==> src/rtl/rv_lsu_pkg.sv <==
// Shared types and decode helpers for the RV32I load/store unit.
package rv_lsu_pkg;

  localparam logic [2:0] F3_LB  = 3'b000;
  localparam logic [2:0] F3_LH  = 3'b001;
  localparam logic [2:0] F3_LW  = 3'b010;
  localparam logic [2:0] F3_LBU = 3'b100;
  localparam logic [2:0] F3_LHU = 3'b101;
  localparam logic [2:0] F3_SB  = 3'b000;
  localparam logic [2:0] F3_SH  = 3'b001;
  localparam logic [2:0] F3_SW  = 3'b010;

  typedef enum logic [1:0] {IDLE = 2'd0, ISSUE = 2'd1, WAIT = 2'd2, DONE = 2'd3} state_e;
  typedef enum logic [1:0] {SZ_B = 2'd0, SZ_H = 2'd1, SZ_W = 2'd2} size_e;

  // Undefined encodings (011, 110, 111) fall through to word.
  function automatic size_e size_dec(input logic [2:0] f3);
    case (f3[1:0])
      2'b00:   return SZ_B;
      2'b01:   return SZ_H;
      default: return SZ_W;
    endcase
  endfunction

  function automatic logic misaligned(input logic [2:0] f3, input logic [1:0] off);
    case (size_dec(f3))
      SZ_B:    return 1'b0;
      SZ_H:    return off[0];
      default: return off != 2'b00;
    endcase
  endfunction

endpackage

==> src/rtl/rv_lsu_align.sv <==
// Byte-lane steering: byte enables, store replication and load extension.
import rv_lsu_pkg::*;

module lsu_align (
  input  logic [1:0]  off,
  input  logic [2:0]  funct3,
  input  logic [31:0] wdata,
  input  logic [31:0] raw,
  output logic [3:0]  be,
  output logic [31:0] wdata_rep,
  output logic [31:0] rdata_fmt
);

  size_e       sz;
  logic [1:0]  o;
  logic [31:0] sh;

  always_comb begin
    sz        = size_dec(funct3);
    o         = off;
    be        = 4'b1111;
    wdata_rep = wdata;
    // Offsets are forced to natural alignment; misaligned accesses never reach here when trapping.
    case (sz)
      SZ_B: begin
        be        = 4'b0001 << o;
        wdata_rep = {4{wdata[7:0]}};
      end
      SZ_H: begin
        o         = off & 2'b10;
        be        = 4'b0011 << o;
        wdata_rep = {2{wdata[15:0]}};
      end
      default: o = 2'b00;
    endcase
    sh = raw >> {o, 3'b000};
    case (sz)
      SZ_B:    rdata_fmt = {{24{~funct3[2] & sh[7]}}, sh[7:0]};
      SZ_H:    rdata_fmt = {{16{~funct3[2] & sh[15]}}, sh[15:0]};
      default: rdata_fmt = raw;
    endcase
  end

endmodule

==> src/rtl/rv_lsu.sv <==
// Load/store unit FSM between the RV32I core and a req/gnt/rvalid data RAM.
// Optional: define LSU_MISALIGN_TRAP_EN to skip memory and flag misaligned half/word accesses.
import rv_lsu_pkg::*;

module rv_lsu #(
  parameter int ADDR_W = 10
) (
  input  logic              CLK,
  input  logic              RSTn,
  input  logic              req_valid,
  input  logic              req_we,
  input  logic [31:0]       req_addr,
  input  logic [2:0]        req_funct3,
  input  logic [31:0]       req_wdata,
  output logic              stall,
  output logic [31:0]       rdata,
  output logic              done,
  output logic              misalign,
  output logic              mem_req,
  output logic              mem_we,
  output logic [ADDR_W-1:0] mem_addr,
  output logic [3:0]        mem_be,
  output logic [31:0]       mem_wdata,
  input  logic              mem_gnt,
  input  logic              mem_rvalid,
  input  logic [31:0]       mem_rdata
);

`ifdef LSU_MISALIGN_TRAP_EN
  localparam logic TRAP_EN = 1'b1;
`else
  localparam logic TRAP_EN = 1'b0;
`endif

  state_e            state;
  logic              q_we;
  logic [ADDR_W-1:0] q_addr;
  logic [1:0]        q_off;
  logic [2:0]        q_f3;
  logic [31:0]       q_wdata;
  logic              q_mis;
  logic              issue;
  logic [3:0]        be;
  logic [31:0]       wdata_rep;
  logic [31:0]       rdata_fmt;
  logic              unused_addr;

  assign unused_addr = ^req_addr[31:ADDR_W+2];

  // Request is captured at acceptance so a misbehaving core cannot disturb an access in flight.
  lsu_align u_align (
    .off       (q_off),
    .funct3    (q_f3),
    .wdata     (q_wdata),
    .raw       (mem_rdata),
    .be        (be),
    .wdata_rep (wdata_rep),
    .rdata_fmt (rdata_fmt)
  );

  always_ff @(posedge CLK or negedge RSTn) begin
    if (!RSTn) begin
      state   <= IDLE;
      q_we    <= 1'b0;
      q_addr  <= '0;
      q_off   <= 2'b00;
      q_f3    <= 3'b000;
      q_wdata <= '0;
      q_mis   <= 1'b0;
      rdata   <= '0;
    end else begin
      case (state)
        IDLE: if (req_valid) begin
          q_we    <= req_we;
          q_addr  <= req_addr[ADDR_W+1:2];
          q_off   <= req_addr[1:0];
          q_f3    <= req_funct3;
          q_wdata <= req_wdata;
          if (TRAP_EN && misaligned(req_funct3, req_addr[1:0])) begin
            q_mis <= 1'b1;
            rdata <= '0;
            state <= DONE;
          end else begin
            q_mis <= 1'b0;
            state <= ISSUE;
          end
        end
        ISSUE: if (mem_gnt) state <= q_we ? DONE : WAIT;
        WAIT: if (mem_rvalid) begin
          rdata <= rdata_fmt;
          state <= DONE;
        end
        DONE: begin
          q_mis <= 1'b0;
          state <= IDLE;
        end
        default: state <= IDLE;
      endcase
    end
  end

  assign issue     = (state == ISSUE);
  assign stall     = req_valid & (state != DONE);
  assign done      = (state == DONE);
  assign misalign  = TRAP_EN & done & q_mis;
  assign mem_req   = issue;
  assign mem_we    = issue & q_we;
  assign mem_addr  = issue ? q_addr : '0;
  assign mem_be    = issue ? be : 4'b0000;
  assign mem_wdata = issue ? wdata_rep : 32'd0;

endmodule

==> config.mk <==
export PLATFORM = sky130hd
export DESIGN_NAME = rv_lsu
export DESIGN_NICKNAME = d
export VERILOG_FILES = /design/src/rtl/rv_lsu_pkg.sv /design/src/rtl/rv_lsu_align.sv /design/src/rtl/rv_lsu.sv
export SDC_FILE = /design/constraint.sdc
export NUM_CORES = 1
export LEC_CHECK = 0
export ABC_AREA = 1
export CORE_MARGIN = 2
export CORE_UTILIZATION = 47
export CTS_CLUSTER_DIAMETER = 120
export CTS_CLUSTER_SIZE = 25
export DETAILED_ROUTE_END_ITERATION = 10
export GPL_TIMING_DRIVEN = 0
export MAX_ROUTING_LAYER = met4
export PLACE_DENSITY = 0.86
export SETUP_SLACK_MARGIN = 0.5
export SKIP_LAST_GASP = 1
export SLEW_MARGIN = 40
export SYNTH_ARGS = -nofsm -noshare
export SYNTH_HDL_FRONTEND = slang
export SYNTH_SLANG_ARGS = --single-unit
export TNS_END_PERCENT = 20
==> constraint.sdc <==
create_clock -name CLK -period 2.9 [get_ports CLK]
set_input_delay 0.29 -clock CLK [delete_from_list [all_inputs] [get_ports CLK]]
set_output_delay 0.29 -clock CLK [all_outputs]
set_load 0.01 [all_outputs]
==> metrics <==
met3 wire len 1430 microns; FF+latch area approximately 2100 sq um; number of clock buffers inserted by TritonCTS 9; period utilisation layout between 80 and 90%; Core Region about 9700 sq um; Max IR drop VDD between 0.4 and 0.5 mV; Adder-Cell Fraction of Synth Area about 1.3%; Critical Path AT between 2000 and 2500 ps; HPWL after DPL 11100 microns; Pwr Total 6580 uW; Die Area 10800 sq um; vias post-DR 4565; Worst-path clk slew approximately 80 ps; CTS Root Buffer Type clkbuf_8; CP required approximately 2600 ps; CP Capture Type output port; I/O Buffers ~170; share of layout cells above drive strength 1 a little under a fifth; Power Dens Cells between 900 and 1000 nW/um^2; dpl ws ~200 ps; CTS tree built; RSZ-0062 raised after global routing true; Seq/Total Area, Yosys roughly 44%; outcome completed; multi-input logic area 2240 sq um; worst r2r src state[0]; first-pass GRT wire length around 24000 microns; Die Wd around 100 microns; DP Area about 6500 sq um; Starting Density 48.1%; met1 WL between 5000 and 6000 microns; f_max around 0.40 GHz; DR iter-0 viols between 150 and 200; Congestion Overflow GR 0; count of final setup violators 0; WHS approximately 360 ps; final instance area between 6000 and 7000 sq um; Worst R2R Setup Slack ~1000 ps; clock skew approximately 11 ps; Post-Syn Area between 4000 and 5000 sq um; Post-Syn Nets around 670; simple logic cell fraction of the synthesized area a little over a quarter; DRC 0; nets@finish 845; I/O Pins ~190; Avg Inst Size Synth 8.43 sq um; post-route setup slack between 300 and 400 ps; post-route insts no fill slightly below 900; synthesis-to-finish area growth 44.4%; 1st-pass router iterations 4; Critical Path Fanout Max 10; Post-DRT Antenna Nets 0; CTS max path bufs 2; Register-to-Register Path Depth 8; Pleak about 0.0033 uW; area fraction in compound gates after synthesis around 8.7%; CP Launch Type flop; post-route minimum period 2510 ps; Hold Crit Class in2async; number of max-cap violations 0; reg2reg end rdata[23]; Fillers 771; largest family of logic cells by synthesized area simple AND/OR/NAND/NOR gates; clock sink total 82; H-tree levels 3; count of cell types in the netlist 29; Clock Latency Late Sink 370 ps; metal2 WL roughly 7000 microns; max-slew violation count 0; Final Hold Fails 0; Routed WL between 10000 and 15000 microns; Rel. slew slack between 60% and 70%; multiplexer share of the synthesized area about a tenth; Yosys Warn Count 0; vias in the first global route 4663; Yosys reg bits 82; n_diodes 0; GRT Total Usage 28.6%; dpl cells about 860; Die H around 100 microns; number of vias per cell 5.23; cells after synthesis ~560; initial antenna violation count 0; wire per inst around 17 microns; Final GP Congestion between 0.9 and 1; Setup Crit Path Kind reg2out; Site Rows 36; xor and xnor area share after synthesis 0%; top sig layer met4; largest net degree at the start of global routing 60; worst slew pin tran roughly 560 ps
[layout make-up]
type,count,area share (%)
clock inverters,4,0.777
well taps,133,2.46
clock buffers,12,2.00
inverters,53,2.96
multi-input cells,385,33.1
plain buffers,35,3.07
repair buffers,169,25.3
flip-flops and latches,82,30.4
[kinds of logic after synthesis]
kind of cell,count (synthesis)
fa+ha+maj,5
simple gates,260
flops,82
compound gates,76
other cells,1
buf+inv,88
mux,43
[worst max-delay path, cell delays in order (launching register included)]
cell,delay (ps)
dfrtp_1,340
buf_6,160
buf_1,450
o21ai_0,220
nor2_1,140
clkdlybuf4s50_1,550
[state kept, by name (all words and copies together) (netlist names)]
| register | count |
|---|---|
| state | 2 |
| rdata | 32 |
| q_addr | 10 |
| q_wdata | 32 |
| q_off | 2 |
| q_we | 1 |
| q_f3 | 3 |
[synth_stat cells]
library cell | number | share of area [%]
a211oi_1 | 1 | 0.16
a21oi_1 | 28 | 3.0
a21oi_4 | 1 | 0.35
buf_2 | 10 | 1.1
buf_4 | 3 | 0.48
buf_6 | 5 | 1.2
clkbuf_1 | 17 | 1.4
clkinv_2 | 1 | 0.11
conb_1 | 1 | 0.080
dfrtp_1 | 82 | 44
ha_1 | 5 | 1.3
inv_1 | 50 | 4.0
inv_2 | 2 | 0.16
mux2_2 | 43 | 10
nand2_1 | 114 | 9.1
nand2_2 | 2 | 0.27
nand2_4 | 1 | 0.24
nand3_1 | 34 | 3.6
nand3_2 | 24 | 5.1
nand3_4 | 2 | 0.75
nor2_1 | 62 | 5.0
nor2_4 | 1 | 0.24
nor2_8 | 1 | 0.43
nor3_1 | 3 | 0.32
o21ai_0 | 32 | 3.4
o21ai_1 | 5 | 0.53
o221ai_1 | 1 | 0.19
o22ai_1 | 8 | 1.1
or2_2 | 16 | 2.1
[power by group]
| group | total, uW | switching [uW] | internal (uW) |
|---|---|---|---|
| Clock | 829 | 430 | 399 |
| Sequential | 2090 | 364 | 1720 |
| Combinational | 3660 | 1850 | 1810 |
| Total | 6580 | 2650 | 3930 |
[through the flow]
stage / setup TNS (ps) / util [%]
after floorplan: 0 / -
after global placement: -104600 / 66.9
after detailed placement: 0 / 67.2
after CTS: 0 / 69.3
after global routing: 0 / 69.5
final: 0 / 69.5
[layout by cell type, fill, tap and decap left out, types with 2 or more instances in the layout]
cell type,synthesis,layout
a21oi_1,28,28
buf_2,10,11
buf_4,3,7
buf_6,5,6
clkbuf_1,17,13
clkbuf_2,0,2
clkbuf_8,0,9
clkdlybuf4s50_1,0,154
clkinvlp_4,0,3
dfrtp_1,82,82
dlygate4sd2_1,0,7
dlymetal6s2s_1,0,3
ha_1,5,5
inv_1,50,49
inv_2,2,3
mux2_2,43,43
nand2_1,114,113
nand2_2,2,3
nand3_1,34,34
nand3_2,24,24
nand3_4,2,2
nor2_1,62,62
nor3_1,3,3
o21ai_0,32,31
o21ai_1,5,6
o22ai_1,8,8
or2_2,16,16
[per-layer routing]
metal	global-route usage, %	up-vias
li1	-	2148
met1	33.7	2150
met2	45.9	233
met3	7.93	34
met4	12.9	0
met5	-	-
[how the worst max path moves through the flow]
stage | slack (ps) | end | depth (start not counted) | start
5_1_grt | 260 | mem_be[3] | 5 | q_f3[1]
3_5_place_dp | 200 | mem_wdata[29] | 7 | state[1]
2_1_floorplan | 1100 | mem_wdata[22] | 6 | state[1]
4_1_cts | 320 | mem_wdata[17] | 7 | state[1]
6_report | 390 | mem_wdata[17] | 5 | q_f3[1]
3_3_place_gp | -1280 | q_wdata[19] | 1 | RSTn
[what timing repair did]
item / in CTS / in global routing
hold buffers: 1 / 0
endpoints found under the setup margin: 47 / 46
pin swaps: 2 / 0
endpoints found under the hold margin: 23 / 0
gates resized for setup: 20 / 11
setup buffers: 0 / 1
Power figures use the tool's default switching activity.
